`src/rtl/mod_pkg.sv`:
```
// mod_pkg: shared definitions for the modular-inverse datapath.
//   state_t   : sequencer states for mod_inv
//   OP_EXTRA  : cycles added to the operand width for each serial multiplier op
//   op_len    : total cycles for one reduce/mul/sqr op (width + OP_EXTRA)
//   msb_index : index of the highest set bit of a constant, for use at elaboration
package mod_pkg;

  typedef enum logic [2:0] {
    ST_IDLE,
    ST_REDUCE,
    ST_CHECK,
    ST_STEP,
    ST_MUL,
    ST_SQR,
    ST_DONE
  } state_t;

  // One launch cycle plus the multiplier's width+1 cycles.
  localparam int unsigned OP_EXTRA = 2;

  function automatic int unsigned op_len(input int unsigned w);
    return w + OP_EXTRA;
  endfunction

  function automatic int unsigned msb_index(input int unsigned v);
    int unsigned m;
    m = 0;
    for (int unsigned i = 0; i < 32; i++) begin
      if (v[i]) m = i;
    end
    return m;
  endfunction

endpackage

```
`src/rtl/mod_mul_serial.sv`:
```
// mod_mul_serial: bit-serial modular multiplier, r = x*y mod p.
//   clk   : clock, rising edge
//   reset : asynchronous, active-low
//   start : 1-cycle launch; x and y are captured on that edge
//   x     : multiplier, any width-bit value (scanned MSB first)
//   y     : multiplicand, must be < p
//   r     : result, valid while done=1
//   done  : 1-cycle pulse, width+1 cycles after start
module mod_mul_serial
  import mod_pkg::*;
#(
  parameter int unsigned p     = 37,
  parameter int unsigned width = 32
) (
  input  logic             clk,
  input  logic             reset,
  input  logic             start,
  input  logic [width-1:0] x,
  input  logic [width-1:0] y,
  output logic [width-1:0] r,
  output logic             done
);

  localparam int unsigned CW = $clog2(width + 1);
  localparam logic [width+1:0] PW = (width + 2)'(p);

  logic [width+1:0] r_acc;
  logic [width-1:0] r_x;
  logic [width-1:0] r_y;
  logic [CW-1:0]    r_cnt;
  logic             r_busy;
  logic             r_done;

  logic [width+1:0] w_sum;
  logic [width+1:0] w_d1;
  logic [width+1:0] w_d2;

  // acc < p and y < p keep 2*acc + y below 3p, so two conditional
  // subtractions restore acc < p every step.
  always_comb begin
    w_sum = (r_acc << 1) + (r_x[width-1] ? {2'b00, r_y} : '0);
    w_d1  = (w_sum >= PW) ? (w_sum - PW) : w_sum;
    w_d2  = (w_d1  >= PW) ? (w_d1  - PW) : w_d1;
  end

  always_ff @(posedge clk or negedge reset) begin
    if (!reset) begin
      r_acc  <= '0;
      r_x    <= '0;
      r_y    <= '0;
      r_cnt  <= '0;
      r_busy <= 1'b0;
      r_done <= 1'b0;
    end else begin
      r_done <= 1'b0;
      if (start) begin
        r_x    <= x;
        r_y    <= y;
        r_acc  <= '0;
        r_cnt  <= CW'(width);
        r_busy <= 1'b1;
      end else if (r_busy) begin
        r_acc <= w_d2;
        r_x   <= r_x << 1;
        r_cnt <= r_cnt - 1'b1;
        if (r_cnt == CW'(1)) begin
          r_busy <= 1'b0;
          r_done <= 1'b1;
        end
      end
    end
  end

  assign r    = r_acc[width-1:0];
  assign done = r_done;

endmodule

```
`src/rtl/mod_inv.sv`:
```
// mod_inv: Fermat modular inverse, r = a^(p-2) mod p, by right-to-left
// square-and-multiply over one shared mod_mul_serial.
//   clk      : clock, rising edge
//   reset    : asynchronous, active-low
//   enable   : level request; held high until done, drop to abort/release
//   a        : operand, any width-bit value, captured at start
//   r        : result, valid while done=1, held after release
//   done     : result valid, held while enable stays high
//   zero_div : with done, a = 0 mod p and r = 0
module mod_inv
  import mod_pkg::*;
#(
  parameter int unsigned p     = 37,
  parameter int unsigned width = 32
) (
  input  logic             clk,
  input  logic             reset,
  input  logic             enable,
  input  logic [width-1:0] a,
  output logic [width-1:0] r,
  output logic             done,
  output logic             zero_div
);

  localparam int unsigned IW = $clog2(width);
  localparam logic [width-1:0] EV = width'(p - 2);
  localparam logic [IW-1:0] MSB_I = IW'(msb_index(p - 2));

  state_t           r_state;
  state_t           w_state_n;
  logic [width-1:0] r_a;
  logic [width-1:0] r_acc;
  logic [width-1:0] r_base;
  logic [IW-1:0]    r_idx;
  logic             r_zf;
  logic             r_pend;
  logic             r_busy;
  logic [width-1:0] r_r;
  logic             r_done;
  logic             r_zero;

  logic             w_start;
  logic             w_fin;
  logic             w_op;
  logic [width-1:0] w_mx;
  logic [width-1:0] w_my;
  logic [width-1:0] w_mr;
  logic             w_mdone;

  // STEP decision for bit i, resolved combinationally at an op boundary.
  function automatic state_t step_next(input logic [IW-1:0] i);
    if (EV[i])           return ST_MUL;
    else if (i < MSB_I)  return ST_SQR;
    else                 return ST_DONE;
  endfunction

  mod_mul_serial #(.p(p), .width(width)) u_mul (
    .clk   (clk),
    .reset (reset),
    .start (w_start),
    .x     (w_mx),
    .y     (w_my),
    .r     (w_mr),
    .done  (w_mdone)
  );

  always_comb begin
    w_op = (r_state == ST_REDUCE) || (r_state == ST_MUL) || (r_state == ST_SQR);
    // r_pend holds off the first launch one cycle after capturing a.
    w_start = w_op && enable && !r_busy && !r_pend;
    // Only a completion of a launch from this run counts; a stale pulse
    // from an aborted run arrives while r_busy is low.
    w_fin = r_busy && w_mdone;
    w_mx = r_a;
    w_my = width'(1);
    case (r_state)
      ST_MUL: begin w_mx = r_acc;  w_my = r_base; end
      ST_SQR: begin w_mx = r_base; w_my = r_base; end
      default: ;
    endcase
  end

  always_comb begin
    w_state_n = r_state;
    if (!enable && (r_state != ST_IDLE)) begin
      w_state_n = ST_IDLE;
    end else begin
      case (r_state)
        ST_IDLE:   if (enable) w_state_n = ST_REDUCE;
        ST_REDUCE: if (w_fin) w_state_n = (w_mr == '0) ? ST_DONE : step_next('0);
        ST_MUL:    if (w_fin) w_state_n = (r_idx < MSB_I) ? ST_SQR : ST_DONE;
        ST_SQR:    if (w_fin) w_state_n = step_next(r_idx + 1'b1);
        ST_DONE:   w_state_n = ST_DONE;
        default:   w_state_n = ST_IDLE;
      endcase
    end
  end

  always_ff @(posedge clk or negedge reset) begin
    if (!reset) begin
      r_state <= ST_IDLE;
      r_a     <= '0;
      r_acc   <= '0;
      r_base  <= '0;
      r_idx   <= '0;
      r_zf    <= 1'b0;
      r_pend  <= 1'b0;
      r_busy  <= 1'b0;
      r_r     <= '0;
      r_done  <= 1'b0;
      r_zero  <= 1'b0;
    end else begin
      r_state <= w_state_n;
      r_pend  <= (r_state == ST_IDLE) && enable;
      if (w_state_n == ST_IDLE) r_busy <= 1'b0;
      else if (w_start)         r_busy <= 1'b1;
      else if (w_fin)           r_busy <= 1'b0;

      // Outputs are registered from DONE so they drop one cycle after enable.
      r_done <= (r_state == ST_DONE) && enable;
      r_zero <= (r_state == ST_DONE) && enable && r_zf;
      if ((r_state == ST_DONE) && enable) r_r <= r_zf ? '0 : r_acc;

      case (r_state)
        ST_IDLE: if (enable) begin
          r_a   <= a;
          r_acc <= width'(1);
          r_zf  <= 1'b0;
          r_idx <= '0;
        end
        ST_REDUCE: if (w_fin) begin
          r_base <= w_mr;
          r_zf   <= (w_mr == '0);
        end
        ST_MUL: if (w_fin) r_acc <= w_mr;
        ST_SQR: if (w_fin) begin
          r_base <= w_mr;
          r_idx  <= r_idx + 1'b1;
        end
        default: ;
      endcase
    end
  end

  assign r        = r_r;
  assign done     = r_done;
  assign zero_div = r_zero;

endmodule

```
`config.mk`:
```
export PLATFORM = sky130hd
export DESIGN_NAME = mod_inv
export DESIGN_NICKNAME = d
export VERILOG_FILES = /design/src/rtl/mod_pkg.sv /design/src/rtl/mod_mul_serial.sv /design/src/rtl/mod_inv.sv
export SDC_FILE = /design/constraint.sdc
export NUM_CORES = 1
export LEC_CHECK = 0
export BUFFER_PORTS_ARGS = -buffer_cell sky130_fd_sc_hd__buf_2
export CAP_MARGIN = 20
export CORE_ASPECT_RATIO = 0.9
export CORE_MARGIN = 10
export CORE_UTILIZATION = 63
export CTS_CLUSTER_SIZE = 8
export DETAILED_ROUTE_END_ITERATION = 16
export PLACE_DENSITY = 0.81
export SYNTH_ARGS = -nofsm -noshare
export SYNTH_HDL_FRONTEND = slang
export SYNTH_SLANG_ARGS = --single-unit
```
`constraint.sdc`:
```
create_clock -name clk -period 7.14 [get_ports clk]
set_input_delay 0 -clock clk [delete_from_list [all_inputs] [get_ports clk]]
set_output_delay 0 -clock clk [all_outputs]
set_load 0.005 [all_outputs]
```
Yosys cells after proc, flatten, opt, wreduce, memory -nomap -nowiden:

Memory sizes are Yosys's and may differ from the RTL's.
Index checks and enable logic that the tools add are counted.

* bits in registers: 246
* ROM bits: 32
* logic and storage cells: 107
* memories: 1

Memory list
* (name not given): depth 32, bits a word 1, rd ports 1, clocked after memory_dff 0, wr ports 0, line mod_inv.sv:52 `if (EV[i]) return ST_MUL;`

* add/sub/neg operators: 5
* magnitude comparators: 5
* equal/unequal tests: 9
* multiplexer cells: 41
* reduce and logical (&&, ||, !) cells: 29

Operator list (count)
* 2-to-1 mux 32 bit: 7
* one-hot mux 32 bit (2 select lines): 2
* 2-to-1 mux 33 bit: 3
* >= comparator 34 x 6 -> 1 bit (second input constant): 2
* adder 34 x 32 -> 34 bit: 1
* 2-to-1 mux 34 bit: 1
* subtractor 34 x 6 -> 34 bit (second input constant): 1
* subtractor 33 x 6 -> 33 bit (second input constant): 1
* logical NOT 32 bit: 1
* 2-to-1 mux 3 bit: 5
* one-hot mux 3 bit (5 select lines): 1
* 2-to-1 mux 1 bit: 12
* 2-to-1 mux 6 bit: 2
* < comparator 5 x 3 -> 1 bit (second input constant): 2
* 2-to-1 mux 5 bit: 2
* one-hot mux 5 bit (2 select lines): 1
* == test 3 bit (second input constant): 3
* AND reduction 3 bit: 3
* logical AND 1 bit: 8
* 2-to-1 mux 2 bit: 4
* != test 2 bit (second input constant): 4
* nonzero test 2 bit: 4
* == test 6 x 1 -> 1 bit (second input constant): 1
* logical NOT 3 bit: 2
* other kinds (10): 16

Depth between registers and ports, before layout:

* depth in word-level cells: 9
* depth in mapped cells: 29
* gate-level depth less buffers: 23

Modules after synthesis:

From an unflattened synthesis, not the netlist that was laid out.

* cells, all modules: 1832
* area total of the unflattened synthesis: 15757.6 µm²

Modules (own cells, without submodules)
* mod_mul_serial: instances 1, cells an instance 1114, area an instance 9192.6 µm², seq. area each 2627.5 µm²
* mod_inv: instances 1, cells an instance 718, area an instance 6565.0 µm², seq. area each 3528.4 µm²

Least setup slack after synthesis:

OpenSTA, ideal clock, no wires.

* path kind: register to register
* start: reg u_mul.r_x[31]
* end: reg u_mul.r_acc[24]
* setup time: 0.078 ns
* data arrival time: 6.129 ns
* slack: 0.933 ns
* cell stages (with the launch flop): 27
* path buffers: 5
* path through: dfrtp_1 clkbuf_1 and2_1 ha_1 fa_1 a21o_1 a21oi_1 xor2_1 a21oi_1 nor4_1 and3_1 buf_4 and4_1 buf_2 buf_6 clkbuf_1 xnor2_1 ha_1 nor3_1 o2bb2ai_1 a21oi_1 o211ai_2 a2111oi_4 o211ai_1 o21a_1 or3_1 a21oi_1

* word-level cells in the longest chain between the ends: 8
* elaborated cells on any way between the ends: 10

RTL lines
* from (decl): line mod_mul_serial.sv:28 `logic [width-1:0] r_x;`
* from (signal assigned): line mod_mul_serial.sv:64 `r_x <= r_x << 1;`
* 2-to-1 mux 32 bit (*): line mod_mul_serial.sv:41 `w_sum = (r_acc << 1) + (r_x[width-1] ? {2'b00, r_y} : '0);`
* adder 34 x 32 -> 34 bit (*): line mod_mul_serial.sv:41
* subtractor 34 x 6 -> 34 bit / >= comparator 34 x 6 -> 1 bit (equally long branches): line mod_mul_serial.sv:42 `w_d1 = (w_sum >= PW) ? (w_sum - PW) : w_sum;`
* 2-to-1 mux 34 bit (*): line mod_mul_serial.sv:42
* subtractor 33 x 6 -> 33 bit / >= comparator 34 x 6 -> 1 bit (equally long branches): line mod_mul_serial.sv:43 `w_d2 = (w_d1 >= PW) ? (w_d1 - PW) : w_d1;`
* 2-to-1 mux 33 bit (*): line mod_mul_serial.sv:43
* 2-to-1 mux 33 bit (*): line mod_mul_serial.sv:62 `end else if (r_busy) begin`
* 2-to-1 mux 33 bit (*): line mod_mul_serial.sv:56 `if (start) begin`
* to (signal assigned): line mod_mul_serial.sv:63 `r_acc <= w_d2;`
* to (decl): line mod_mul_serial.sv:27 `logic [width+1:0] r_acc;`

Every way passes the cells marked *; elsewhere a longest branch is shown, timed or not. The select of a mux whose other input is x is not followed.
A chain may end at the register's enable or synchronous reset.

Worst setup path after layout:

* start: reg u_mul.r_x[31]
* end: reg u_mul.r_acc[4]

Same word-level chain as after synthesis.

==> results.ini <==
[finish]
drive_above_1_share_pct=10.84
finalNetCount=1934
post-route-util_pct=72.28
area_growth_pct=12.37
stdcell_count=2166
stdcell_area_um2=17020

[synth]
ys_warn_count=0
ys.flop_type=dfrtp_1
synthTopCellsByCount=nand2_1, dfrtp_1, o21ai_0, clkbuf_1, a21oi_1
yosys-top-cells-area=dfrtp_1, nand2_1, o21ai_0, mux2i_1, ha_1
synthesis.area_um2=15140
synth_top_cell_by_area=dfrtp_1
synth_fa_ha_area_share_pct=3.355
yosysUniqueCellTypes=80
yosysMostFrequentCell=nand2_1
synth_compound_area_share_pct=17.82
ys_seq_area_share_pct=40.65
synthSimpleGateAreaFrac_pct=23.71
synth.net_count=1876
synthMuxAreaShare_pct=7.412
synth_top_cell_area_share_pct=40.65
ys_async_sr_fraction_pct=100.0
synth-seq-cells=246
syn_inst=1801
synth_edf_count=0
synth_xor_xnor_area_share_pct=3.355
syn_area_per_cell_um2=8.408
synth_top_family_by_area=simple AND/OR/NAND/NOR gates

[global_route]
antenna_found_initial=0
grt_use_total_pct=29.81
grt_pass1_vias=13569
gr-total-overflow=0
grt_pass1_wl_mm=73.84
grt_max_degree=97

[critical_path]
cp_top_family=compound AO/OA/AOI/OAI gates
worstPathRequired_ns=7.54
critPathMostFrequentCell=nor3_1
cpPeakStageDelay_ns=0.49
path_buf_inv=2
crit_slowest_cell=o211ai_1
crit_path_start_kind=flop
crit_fanout=25
timing.rr.start=u_mul.r_x[31]
end_kind=flop
setup.worst_path.class=reg2reg
path_cells=buf_4 > and2_1 > ha_1 > a211oi_1 > o211ai_1 > a22oi_1 > a21oi_2 > a31oi_1 > xnor2_1 > nor3_1 > nand4_1 > o21ai_0 > ha_1 > nor3_1 > o2bb2ai_1 > a21oi_1 > o211ai_2 > a2111oi_4 > buf_4 > and3_1 > nor3_1 > xnor2_1 > o21ai_0
startpoint=u_mul.r_x[31]
arrival_ns=6.89

[pwr]
p_leak_nw=7.980
cellPowerDensity_nw_per_um2=309.2
ir_drop_uv=236.2

[clock_tree]
clock_latency_ns=0.52
numCtsBuffers=36
clkSinkCount=246
cts_tree=yes
cts_max_level=2
clkTransAtPathRegs_ns=0.06
clock_path_buffers=3
cts-root-buf=clkbuf_16

[route]
totalWireLength_mm=46.42
drt_iter0_drc=1562
vias=14198
drt_pass1_iterations=5
wl_per_cell_um=21.43
vias_per_cell=6.555
drc=0
ant_nets=0

[die]
die_w_um=183.4
fp.dieH_um=167.1
rows=53
coreArea_um2=23540
die_area_um2=30640
initial_core_util_pct=64.32
io_pins=69

[placement]
hpwl_mm=31.94
gp_congestion=0.9413
place_area_um2=15670
port-buffer-count=68
pre_cts_slack_ns=0.2343
numPlacedInstances=2087

[timing]
grt_setup_unrepaired=false
setup_violations=0
relSlewSlack_pct=25.98
finalMaxSlewViolations=0
min_period_ns=6.492
skew_ns=0.01286
layout_worst_path_cycle_share_pct=90.92
clock.fmax_mhz=154.0
hold_viol=0
layout_setup_ws_ns=0.6482
tightest_slew_ns=1.110
fin_tns_setup_ns=0

[min_path]
worst_hold_path_type=in2async

[status]
status=completed

[job]
drv_cap=0

==> flip-flops by register name (all words and copies together), names as in the netlist, 3 cells and up <==
name / count
r_a: 32
r_idx: 5
u_mul.r_y: 32
r_base: 32
r: 32
u_mul.r_cnt: 6
u_mul.r_x: 32
u_mul.r_acc: 33
r_acc: 32
r_state: 3
==> worst reg2reg max path, delay by kind of cell (launching register included) <==
kind	cells	cell delay (ns)
AO/OA/AOI/OAI	11	2.76
XOR/XNOR	2	0.42
adder cells (fa/ha/maj)	2	0.71
buffers and inverters	2	0.45
flip-flops	1	0.45
AND/OR/NAND/NOR	6	1.59
==> cell usage in the layout, fill, tap and decap left out, types with 33 or more instances in the layout <==
| cell | instances |
|---|---|
| mux2_2 | 33 |
| nor2_1 | 82 |
| dfrtp_1 | 244 |
| clkbuf_16 | 36 |
| nand2_1 | 424 |
| o211ai_1 | 44 |
| mux2i_1 | 75 |
| buf_2 | 67 |
| a21oi_1 | 84 |
| o21ai_0 | 151 |
| dlygate4sd3_1 | 34 |
| ha_1 | 39 |
| nand3_1 | 72 |
| xnor2_1 | 41 |
| nor3_1 | 33 |
| and2_1 | 47 |
==> area by class of cell <==
| cell class | count | area (um^2) |
|---|---|---|
| diodes | 1 | 2.502 |
| clock buffers | 39 | 922.1 |
| clock inverters | 3 | 45.04 |
| fillers | 1750 | 6526 |
| inverters | 28 | 105.1 |
| multi-input cells | 1414 | 8473 |
| flip-flops and latches | 246 | 6158 |
| well taps | 302 | 377.9 |
| repair buffers | 133 | 930.9 |
==> where the power goes <==
part	switching (mW)	internal (mW)
clock	0.597	0.910
sequential	0.267	1.59
combinational	1.19	0.699
total	2.06	3.20
==> path summary, 6_finish.rpt <==
kind	slack, ns	end	cells after the start
worst max-delay path	0.65	u_mul.r_acc[4]	23
worst min-delay path	0.07	r_a[26]	2
worst max register to register	0.65	u_mul.r_acc[4]	23
worst min register to register	0.46	u_mul.r_y[30]	2
max in group asynchronous	5.52	u_mul.r_busy	3
min in group clk	0.21	r_a[5]	4
==> per-stage QoR <==
step	hold WS (ns)	power (mW)
3_5_place_dp	0.07044	3.674
6_report	0.06853	5.262
2_1_floorplan	-0.2956	3.115
4_1_cts	0.1331	5.207
5_1_grt	0.1649	5.511
3_3_place_gp	0.07070	3.630
==> per-layer routing <==
metal	part of all wire (%)	vias up	global-route usage, %
met5	0	-	0
met4	3.6	0	11.75
met2	45	677	45.49
met3	8.6	121	5.177
li1	-	6482	-
met1	42	6918	41.30
==> repair_timing <==
action                                  CTS  global route
hold endpoints to repair                131             0
hold buffers                             34             0
endpoints found under the setup margin    0            28
setup buffers                             0             1
gates resized for setup                   0             3
==> cell families after synthesis <==
family	count (synthesis)
xor gates and xnor gates	58
and+or+nand+nor	782
adders and majority gates	40
DFF	246
buffers and inverters	141
AOI/OAI and AO/OA	426
muxes	108
Note: power is estimated with default switching activity, not from simulation.
